**config.mk**
```make
export PLATFORM = sky130hd
export DESIGN_NAME = uart_tx_sched
export DESIGN_NICKNAME = d
export VERILOG_FILES = /design/src/rtl/uart_tx_sched.sv
export SDC_FILE = /design/constraint.sdc
export NUM_CORES = 1
export LEC_CHECK = 0
export ABC_AREA = 1
export CORE_MARGIN = 2
export CORE_UTILIZATION = 44
export CTS_CLUSTER_DIAMETER = 100
export DETAILED_ROUTE_END_ITERATION = 7
export GPL_TIMING_DRIVEN = 0
export HOLD_SLACK_MARGIN = 0.03
export PLACE_DENSITY = 0.68
export SKIP_CTS_REPAIR_TIMING = 1
export SLEW_MARGIN = 0
export SYNTH_ARGS = -nofsm -noshare
export SYNTH_HDL_FRONTEND = slang
export SYNTH_SLANG_ARGS = --single-unit
```
**constraint.sdc**
```tcl
create_clock -name clk -period 2 [get_ports clk]
set_input_delay 0.3 -clock clk [delete_from_list [all_inputs] [get_ports clk]]
set_output_delay 0.3 -clock clk [all_outputs]
set_load 0.01 [all_outputs]
```
**src/rtl/uart_tx_sched.sv**
```systemverilog
// Four-requester round-robin scheduler feeding a single 8N1 UART transmitter.
// A grant latches the winner's byte and drops Tx on the same edge that pulses ack.
module uart_tx_sched #(
    parameter int unsigned CLKS_PER_BIT = 4
) (
    input  logic        clk,
    input  logic        reset,
    input  logic [3:0]  req,
    input  logic [31:0] req_data,
    output logic [3:0]  ack,
    output logic [3:0]  done,
    output logic [1:0]  grant_id,
    output logic        busy,
    output logic        Tx
);

    typedef enum logic [1:0] {IDLE, START, DATA, STOP} state_t;

    localparam logic [15:0] CNT_LAST = 16'(CLKS_PER_BIT - 1);

    state_t      state_q, state_d;
    logic [15:0] cnt_q, cnt_d;
    logic [2:0]  bit_q, bit_d;
    logic [7:0]  sh_q, sh_d;
    logic [1:0]  ptr_q, ptr_d;
    logic [1:0]  gid_q, gid_d;
    logic [3:0]  ack_q, ack_d;
    logic [3:0]  done_q, done_d;
    logic        busy_q, busy_d;
    logic        tx_q, tx_d;

    logic        gnt_vld;
    logic [1:0]  gnt_idx;
    logic [1:0]  cand;
    logic        bit_end;

    assign bit_end = (cnt_q == CNT_LAST);

    // Scan from the farthest offset down so the one closest to ptr wins.
    always_comb begin
        gnt_vld = 1'b0;
        gnt_idx = ptr_q;
        cand    = ptr_q;
        for (int k = 3; k >= 0; k--) begin
            cand = ptr_q + 2'(k);
            if (req[cand]) begin
                gnt_vld = 1'b1;
                gnt_idx = cand;
            end
        end
    end

    always_comb begin
        state_d = state_q;
        cnt_d   = cnt_q;
        bit_d   = bit_q;
        sh_d    = sh_q;
        ptr_d   = ptr_q;
        gid_d   = gid_q;
        ack_d   = 4'd0;
        done_d  = 4'd0;
        busy_d  = busy_q;
        tx_d    = tx_q;
        case (state_q)
            IDLE: begin
                tx_d   = 1'b1;
                busy_d = 1'b0;
                if (gnt_vld) begin
                    sh_d           = req_data[8*gnt_idx +: 8];
                    gid_d          = gnt_idx;
                    ack_d[gnt_idx] = 1'b1;
                    ptr_d          = gnt_idx + 2'd1;
                    tx_d           = 1'b0;
                    busy_d         = 1'b1;
                    cnt_d          = 16'd0;
                    bit_d          = 3'd0;
                    state_d        = START;
                end
            end
            START: begin
                if (bit_end) begin
                    cnt_d   = 16'd0;
                    tx_d    = sh_q[0];
                    state_d = DATA;
                end else begin
                    cnt_d = cnt_q + 16'd1;
                end
            end
            DATA: begin
                if (bit_end) begin
                    cnt_d = 16'd0;
                    if (bit_q == 3'd7) begin
                        bit_d   = 3'd0;
                        tx_d    = 1'b1;
                        state_d = STOP;
                    end else begin
                        // Shift right and present the next LSB in one step.
                        bit_d = bit_q + 3'd1;
                        sh_d  = sh_q >> 1;
                        tx_d  = sh_q[1];
                    end
                end else begin
                    cnt_d = cnt_q + 16'd1;
                end
            end
            STOP: begin
                if (bit_end) begin
                    cnt_d         = 16'd0;
                    tx_d          = 1'b1;
                    busy_d        = 1'b0;
                    done_d[gid_q] = 1'b1;
                    state_d       = IDLE;
                end else begin
                    cnt_d = cnt_q + 16'd1;
                end
            end
            default: state_d = IDLE;
        endcase
    end

    always_ff @(posedge clk) begin
        if (reset) begin
            state_q <= IDLE;
            cnt_q   <= 16'd0;
            bit_q   <= 3'd0;
            sh_q    <= 8'd0;
            ptr_q   <= 2'd0;
            gid_q   <= 2'd0;
            ack_q   <= 4'd0;
            done_q  <= 4'd0;
            busy_q  <= 1'b0;
            tx_q    <= 1'b1;
        end else begin
            state_q <= state_d;
            cnt_q   <= cnt_d;
            bit_q   <= bit_d;
            sh_q    <= sh_d;
            ptr_q   <= ptr_d;
            gid_q   <= gid_d;
            ack_q   <= ack_d;
            done_q  <= done_d;
            busy_q  <= busy_d;
            tx_q    <= tx_d;
        end
    end

    assign ack      = ack_q;
    assign done     = done_q;
    assign grant_id = gid_q;
    assign busy     = busy_q;
    assign Tx       = tx_q;

endmodule
```
## Yosys cells after proc, flatten, opt, wreduce, memory -nomap -nowiden

Index checks and enable logic that the tools add are counted.
Widths: inputs -> output; s select.

| storage, ports and cells | value |
|---|---|
| bits in registers | 43 |
| output and inout port bits | 12 |

| cells by class | value |
|---|---|
| $add $sub $neg | 6 |
| $lt $le $gt $ge | 8 |
| eq/ne operators | 11 |
| shift-type cells | 1 |
| muxes and demuxes | 46 |
| bitwise operators | 4 |
| reduce and logical (&&, ||, !) cells | 14 |

Operator list:

| kind | count |
|---|---|
| $mux 16 | 2 |
| $pmux 16 s2 | 1 |
| $shiftx 32x6->8 | 1 |
| $mux 8 | 3 |
| $lt 2x3->1 const B | 6 |
| $mux 2 | 9 |
| $mux 1 | 17 |
| $add 16x1->16 const B | 1 |
| $eq 16x2->1 const B | 1 |
| $pmux 8 s2 | 1 |
| $ne 2x2->1 const B | 6 |
| $mux 3 | 3 |
| $reduce_or 3->1 | 3 |
| $bmux 1 s2 | 4 |
| $pmux 2 s4 | 1 |
| $pmux 3 s2 | 1 |
| $reduce_and 3->1 | 2 |
| $reduce_and 5->1 | 1 |
| $add 2x1->2 const B | 2 |
| $add 2x2->2 const B | 2 |
| $demux 1 s2 | 2 |
| $eq 2x2->1 const B | 2 |
| $ge 2x1->1 const B | 2 |
| $not 1->1 | 4 |
| other kinds (10) | 13 |

## Depth between registers and ports, before layout

Gate-level depths: netlist of run 1.

| logic depth | value |
|---|---|
| depth in word-level cells | 11 |
| gate-level depth with buffers | 16 |
| mapped depth without buffers | 15 |

## Worst setup path before layout of run 1

No wires, ideal clock.

| path | value |
|---|---|
| kind | register to register |
| from | reg ptr_q[0] |
| to | reg ptr_q[1] |
| arrival | 1.712 ns |
| data required time | 1.877 ns |
| setup slack | 0.165 ns |
| stages on the path, launching flop included | 16 |
| buffers on the path | 2 |
| cells stage by stage | dfxtp_1 > buf_6 > inv_4 > nand2_1 > nand2_1 > nand2_1 > nand2_1 > nand2_1 > nand2_1 > nand2_1 > nand2_2 > nand2_4 > buf_6 > ha_1 > o21ai_0 > a21oi_1 |

| on the way | value |
|---|---|
| word-level cells in the longest chain between the ends | 8 |
| elaborated cells between the ends (all ways) | 21 |

RTL lines:

| item | line | RTL |
|---|---|---|
| start, declared | 25 | `logic [1:0] ptr_q, ptr_d;` |
| start signal, assigned | 138 | `ptr_q <= ptr_d;` |
| $add 2x2->2 | 45 | `cand = ptr_q + 2'(k);` |
| $bmux 1 s2 | 46 | `if (req[cand]) begin` |
| $mux 1 (implied by the code) | 46 |  |
| $mux 2 (3 in a row) | 46 |  |
| $mux 2 * | 46 |  |
| via gnt_idx[0] | 33 | `logic [1:0] gnt_idx;` |
| $add 2x1->2 * | 72 | `ptr_d = gnt_idx + 2'd1;` |

The timed path passes the listed nets; every way through them passes the cells marked *. The select of a mux whose other input is x is not followed.
A chain may end at the register's enable or synchronous reset.

## Worst setup path in the final report of run 1

Ends and elaborated chain as after synthesis.

==> out/results.txt, run 1 <==
The run finished with clean final reports. The initial utilization of the core area, before any placement, comes to 46.1%. The tools report the total global routing track utilization as 19.2%. The first global-routing pass estimated 9980 um of wire. The logs give 0.29 ns for the later-pin clock latency in the skew report and 63.9% for the max-slew headroom at the worst pin. At the placement stage, the worst setup path has a slack of -0.388 ns. The via count of the first global-routing pass was 2285; the met1 routing resource usage after global routing was 26.4%. The standby leakage power is 0.00152 uW. The total area inside the core boundary comes to 5570 um2. The period utilization is 98.1%, and the fraction of power consumed by the clock network is 11.2%. The number of cells on the worst reg-to-reg path is 15. The most frequent standard cell in the layout excluding fill and tap cells is nand2_1. The count of endpoints failing setup in the final report is 0, and the maximum fanout count along the critical path is 11.

In this run, distinct cell masters in the synthesized netlist total 34. The startpoint identified for the worst hold timing path is bit_q[1]. STA puts the critical path data required time at 2.18 ns. The capturing element type of the critical path is a flop. At the end of routability-driven placement, the weighted congestion stood at 0.841. The critical path data arrival time was 2.14 ns; the final hold slack was 0.475 ns.

In this run, placement finished with an instance count of 512. The cell area after technology mapping came out at 2570 um2. The net load switching power was 2240 uW; the initial antenna violation count was 0.

The CTS clock-pin slew for the worst setup and hold paths works out to 0.08 ns. Synthesis produced 391 cells. The number of buffers added on ports is 49, and the internal cell power is 2540 uW.

The reg2reg setup slack is 0.04 ns, and the number of antenna repair diodes is 0. Clock skew on the completed layout was measured at 0.00674 ns. From synthesis to final layout, the design area changed by 34.8%. When the netlist entered floorplanning its net count stood at 441. After detailed routing, the number of vias per cell comes to 5.01.

Entering global routing, the biggest net connects 14 pins. In this run the deepest clock path goes through 2 buffers. Each instance of the synthesized netlist takes up on average 6.57 um2. For this run, design rule violations remaining after detail routing come to 0. After detailed routing, the average wire length per cell comes to 11.9 um. The final layout contains routed wiring with a total length of 6320 um. The TritonCTS sink count is 43, and the total I/O pin count is 50. The die is 80.4 um wide.

The Yosys step of the flow raised 0 warnings. Type of the tightest min-delay check: reg2reg. Setup TNS: 0 ns.

The net count of the finished layout is 507, and the number of violations of the max-capacitance limit is 0. The fraction of layout instances using a drive strength above 1 was 14.8%. The count of final max-slew check failures was 0; the die footprint was 6460 um2. Once routing completed, OpenROAD measured the worst setup slack at 0.0382 ns.

After the first detailed-routing iteration, the DRC count stood at 98. Of the synthesized area, sequential elements account for 33.5%. The finished layout holds 530 standard cells, fillers aside.

After legalization and detailed placement, the total HPWL measured 4670 um. The maximum resistive drop on vdd was 0.699 mV; the share of power burned in combinational logic was 64.2%. Counting flops and latches in the post-synthesis netlist gives 43.

TritonCTS built the clock tree. The relative contribution of sequential cells to total power was 24.6%; the power density over cell area was 1380 nW/um2. For the count of TritonRoute iterations in the first routing pass, the log shows 4. The most crowded layer after global routing was met2. Clock tree synthesis selected as its root buffer the cell clkbuf_8. The H-tree was split into 2 levels. The endpoint identified for the worst register-to-register timing path is ptr_q[1]. The met2 routing resource usage after global routing was 31.5%.

The worst setup path is launched from a flop. The floorplan has 27 rows. The worst hold path was traced through 2 stages. The remaining global-route overflow was 0; the routed via count was 2656. Number of hold violations in the final report: 0.

The worst setup path is of the reg2reg kind. Setup repair after global routing could not meet its margin everywhere. For the residual antenna-violating net count after detailed routing, the log shows 0. The met3 capacity usage during global routing was 3.37%.

At the pin with the least slew margin, the transition time is 0.541 ns. The die is 80.4 um tall. Net switching fraction of the power: 46.9%. The path with the worst hold slack has its endpoint at bit_q[1]. In this run the critical register-to-register path is launched from ptr_q[0]. The routed design could run at a clock period as short as 1.96 ns. The library cells used most frequently in the layout, excluding fill and tap cells, are nand2_1, inv_1, clkdlybuf4s50_1.

The layout has 515 filler cells. Buffers inserted during clock tree synthesis total 5. The achievable frequency came out at 0.510 GHz.
[power by group through the flow]
stage	Sequential, uW	Clock (uW)	Combinational (uW)
2_1_floorplan	1190	0	1920
3_3_place_gp	1180	0	2570
3_5_place_dp	1180	0	2610
4_1_cts	1160	557	2620
5_1_grt	1200	584	3440
6_report	1170	535	3060
[cell families after synthesis]
kind of cell	count (synthesis)	share of synthesized area, %
xor gates and xnor gates	1	0.341
DFF	43	33.5
buffers and inverters	74	11.9
AOI/OAI and AO/OA	59	13.2
and+or+nand+nor	202	35.2
adders and majority gates	12	5.85
[sequential cells by signal, summed over array words and instances, names as in the netlist]
signal and count:
Tx 1, ack 4, bit_q 3, busy 1, cnt_q 16, done 4
grant_id 2, ptr_q 2, sh_q 8, state_q 2
[layout make-up]
type	count	area, um2	share of cell area (%)
Clock inverter	2	12.5	0.362
Buffer	9	78.8	2.28
Tap cell	72	90.1	2.60
Sequential cell	43	865	25.0
Timing Repair Buffer	60	573	16.6
Multi-Input combinational cell	274	1520	43.9
Inverter	64	250	7.23
Clock buffer	6	72.6	2.10
[metrics by stage]
| stage | util (%) | total power [uW] | instance area (um2) |
|---|---|---|---|
| final | 62.1 | 4770 | 3460 |
| after global routing | 62.1 | 5230 | 3460 |
| after CTS | 58.0 | 4340 | 3230 |
| after detailed placement | 56.5 | 3790 | 3150 |
| after global placement | 56.5 | 3740 | 3150 |
| after floorplan | - | 3110 | 2570 |
[worst max path at each step]
stage	endpoint	depth (start not counted)	start
6_report	ptr_q[1]	15	ptr_q[0]
5_1_grt	ptr_q[1]	15	ptr_q[0]
4_1_cts	ptr_q[1]	15	ptr_q[0]
3_5_place_dp	ptr_q[1]	14	req[3]
3_3_place_gp	ptr_q[1]	14	req[3]
2_1_floorplan	ptr_q[1]	15	ptr_q[0]
[critical path, cell delays in order (launching register included)]
cell and delay (ns):
dfxtp_2 0.33, buf_6 0.13, inv_8 0.06, nand2_1 0.05, nand2_1 0.11, nand2_2 0.08
nand2_1 0.09, nand2_1 0.06, nand2_2 0.10, nand2_2 0.07, nand2_4 0.10, nand2_8 0.07
buf_8 0.15, ha_1 0.27, o21ai_1 0.13, a21oi_1 0.05
[synthesized netlist by cell type]
cell	number	area, um2
nand2_1	92	345
inv_1	59	221
nand3_1	51	255
dfxtp_1	43	861
a21oi_1	33	165
nor2_1	30	113
o21ai_0	13	65.1
ha_1	12	150
nor3_1	10	50.1
nand4_1	7	43.8
clkbuf_1	4	15.0
inv_2	4	15.0
nor4_1	3	18.8
a22oi_1	2	15.0
a31oi_1	2	12.5
buf_2	2	10.0
buf_4	2	15.0
buf_6	2	22.5
nand2_2	2	12.5
nand2_4	2	22.5
nand3_2	2	20.0
o21ai_2	2	17.5
a211oi_1	1	7.51
and3_1	1	6.26
inv_4	1	6.26
nor2_4	1	11.3
o2111ai_1	1	8.76
o211a_1	1	10.0
o21ai_1	1	5.00
o21ai_4	1	16.3
o21bai_1	1	7.51
o31ai_1	1	7.51
or2_2	1	6.26
xor2_1	1	8.76
[routing by layer]
| layer | wire length [um] | part of all wire (%) |
|---|---|---|
| met1 | 3160 | 50 |
| met2 | 2940 | 46 |
| met3 | 182 | 2.9 |
| met4 | 46 | 0.73 |
| met5 | 0 | 0 |
Power figures use the tool's default switching activity.
==> run 2, diff against run 1 <==
--- a/config.mk
+++ b/config.mk
@@ -18,3 +18,4 @@
 export SYNTH_ARGS = -nofsm -noshare
 export SYNTH_HDL_FRONTEND = slang
 export SYNTH_SLANG_ARGS = --single-unit
+export TNS_END_PERCENT = 20
==> out/results.txt, run 2 (same netlist as run 1, synthesis figures left out) <==
The flow ran to the end, and the final reports show no timing, DRC or antenna violations. The number of buffers added on ports was 49 (unchanged). The worst path setup slack after routing is 0.0561 ns (+0.0179 ns), and the period utilization is 97.2% (-0.89 points). The time the worst path needs with I/O delays and setup works out to 1.94 ns (-0.0179 ns). The setup skew after layout is 0.00847 ns (+0.00173 ns). TritonCTS built the clock tree.

For the worst path required time, the log shows 2.19 ns (about the same). The worst setup path is of the in2reg kind. The most crowded layer after global routing was met2. The tools report the achievable frequency as 0.514 GHz (+0.92%). Count of endpoints failing setup in the final report: 0 (unchanged). The height of the die is 80.4 um (unchanged). Top register by number of flip-flops: cnt_q. For the met1 routing resource usage after global routing, the log shows 26.4% (unchanged).

The tools report the count of TritonRoute iterations in the first routing pass as 4 (unchanged). The number of buffers inserted during clock tree synthesis was 5 (unchanged). The maximum fanout count along the critical path was 11 (unchanged). The later-pin clock latency in the skew report is 0.29 ns (about the same). The tools report the share of power burned in combinational logic as 63.6% (-0.6 points).

For the net load switching power, the log shows 2210 uW (-1.1%). The count of standard-cell rows was 27 (unchanged); the via count of the first global-routing pass was 2285 (unchanged). The standby leakage power was 0.00150 uW (-1.5%). The combined area of the multi-input logic cells was 1510 um2 (-0.82%); the weighted congestion reported at the end of routability-driven placement was 0.841 (unchanged). For the post-placement setup slack, the log shows -0.388 ns (unchanged). Number of antenna repair diodes: 0 (unchanged). Most frequent standard cell in the layout excluding fill and tap cells: nand2_1. The total global routing track utilization is 19.2% (unchanged), and the number of hold violations in the final report is 0 (unchanged).

The run gives 109 (+11%) as the DRC violation total after the first TritonRoute iteration. The number of violations of the max-capacitance limit is 0 (unchanged). The combined flip-flop and latch cell area was 865 um2 (unchanged); the pin count of the biggest net entering global routing was 14 (unchanged). The routed via count came out at 2645 (-0.41%). The overall routed net length was 6220 um (-1.5%). STA classifies the critical path startpoint as a primary input. The fraction of layout instances using a drive strength above 1 is 13.4% (-1.4 points), and the maximum buffer depth of the clock tree is 2 (unchanged). The number of instances on the worst hold path works out to 2 (unchanged).

The worst register-to-register path begins at ptr_q[0]. The hold path startpoint was bit_q[1]. The met2 routing resource usage after global routing came out at 31.5% (unchanged). The detailed-route wire length per cell is 11.8 um (-0.97%), and the total I/O pin count is 50 (unchanged).

The tools report the relative contribution of sequential cells to total power as 24.9% (+0.3 points). The net count of the finished layout was 504 (-0.59%). The slew of the pin with the lowest slew margin is 0.556 ns (+0.0151 ns), and the horizontal die dimension is 80.4 um (unchanged). The worst register-to-register path ends at ptr_q[1]. The total of fill cells in the finished design is 522 (+1.4%). The largest registers in the layout are cnt_q (16), sh_q (8).

The relative area change from synthesis to final layout came out at 33.3%. Post-detailed-route DRC marker count: 0 (unchanged). The area of the core is 5570 um2 (unchanged), and the initial core utilization is 46.1% (unchanged). The power density over cell area was 1370 nW/um2 (-0.44%); the die footprint was 6460 um2 (unchanged). The count of final max-slew check failures is 0 (unchanged), and the maximum resistive drop on vdd is 0.632 mV (-9.6%). The met3 capacity usage during global routing is 3.37% (unchanged), and the initial antenna violation count is 0 (unchanged).

The TritonCTS sink count is 43 (unchanged), and the net switching fraction of the power is 47.0% (+0.18 points). The worst reg2reg path depth is 15 (unchanged). The run gives 0 (unchanged) as the residual antenna-violating net count after detailed routing.

Setup repair after global routing could not meet its margin everywhere. The run gives 0.476 ns (+0.00136 ns) as the final hold slack. The number of H-tree levels was 2 (unchanged); the remaining global-route overflow was 0 (unchanged).

The worst setup path is captured at a flop. The internal cell power is 2490 uW (-1.8%), and the estimated wirelength of the detail-placed design is 4670 um (unchanged). The fraction of power consumed by the clock network is 11.5% (+0.3 points). For hold timing, the worst endpoint is bit_q[1].

The CTS clock-pin slew for the worst setup and hold paths works out to 0.08 ns (about the same). In the layout the commonest cells are nand2_1, inv_1, clkdlybuf4s50_1. The flip-flop count of the largest register, all copies and words added is 16 (unchanged).

For the max-slew headroom at the worst pin, the log shows 62.9% (-1.0 points). The critical path data arrival time is 2.13 ns (about the same), and the via-per-instance ratio is 5.02 (+0.15%). For the reg2reg setup slack, the log shows 0.06 ns (+0.02 ns). The first-pass GRT wire length came out at 9980 um (unchanged). The type of the tightest min-delay check was reg2reg. The root cell of the clock tree is clkbuf_8.
[run 2: changes by cell type in the layout (fill, tap and decap cells not counted), sizes merged]
cell	change
buf	-3
[run 2: critical path, stage by stage]
cell and delay, ns:
clkdlybuf4s50_1 0.45, inv_1 0.06, o21ai_1 0.17, nand2_1 0.07
nand2_1 0.08, nand2_1 0.06, nand2_2 0.10, nand2_2 0.07
nand2_4 0.10, nand2_8 0.07, buf_8 0.15, ha_1 0.27
o21ai_1 0.13, a21oi_1 0.05
[run 2: how the worst max path moves through the flow]
stage / slack (ns) / to / start / cells past startpoint
after floorplan: 0.17 / ptr_q[1] / ptr_q[0] / 15
after global placement: -0.36 / ptr_q[1] / req[3] / 14
after detailed placement: -0.39 / ptr_q[1] / req[3] / 14
after CTS: -0.08 / ptr_q[1] / ptr_q[0] / 15
after global routing: -0.06 / ptr_q[1] / ptr_q[0] / 15
final: 0.06 / ptr_q[1] / req[3] / 14
[run 2: final cells by class]
class	count	share of cell area, %
Clock buffer	6	2.12
Buffer	9	2.30
Multi-Input combinational cell	274	44.0
Sequential cell	43	25.3
Inverter	64	7.24
Tap cell	72	2.63
Clock inverter	2	0.365
Timing Repair Buffer	57	16.1
[run 2: through the flow]
step           utilization (%)  std cells  instance area [um2]  total power [uW]  TNS (ns)
2_1_floorplan                -        391                 2570              3110         0
3_3_place_gp              56.5        512                 3150              3740     -3.57
3_5_place_dp              56.5        512                 3150              3790     -3.96
4_1_cts                   58.0        520                 3230              4340   -0.0828
5_1_grt                   61.4        527                 3420              5140    -0.226
6_report                  61.4        527                 3420              4700         0
[run 2: per-layer routing]
layer	wire length, um	vias up
li1	-	1401
met1	3160	1196
met2	2860	42
met3	151	6
met4	61	0
met5	0	-
[run 2: power groups by stage]
stage,registers (uW),logic (uW),clock network (uW)
final,1170,2990,539
after global routing,1200,3360,584
after global placement,1180,2570,0
after floorplan,1190,1920,0
after detailed placement,1180,2610,0
after CTS,1160,2620,557
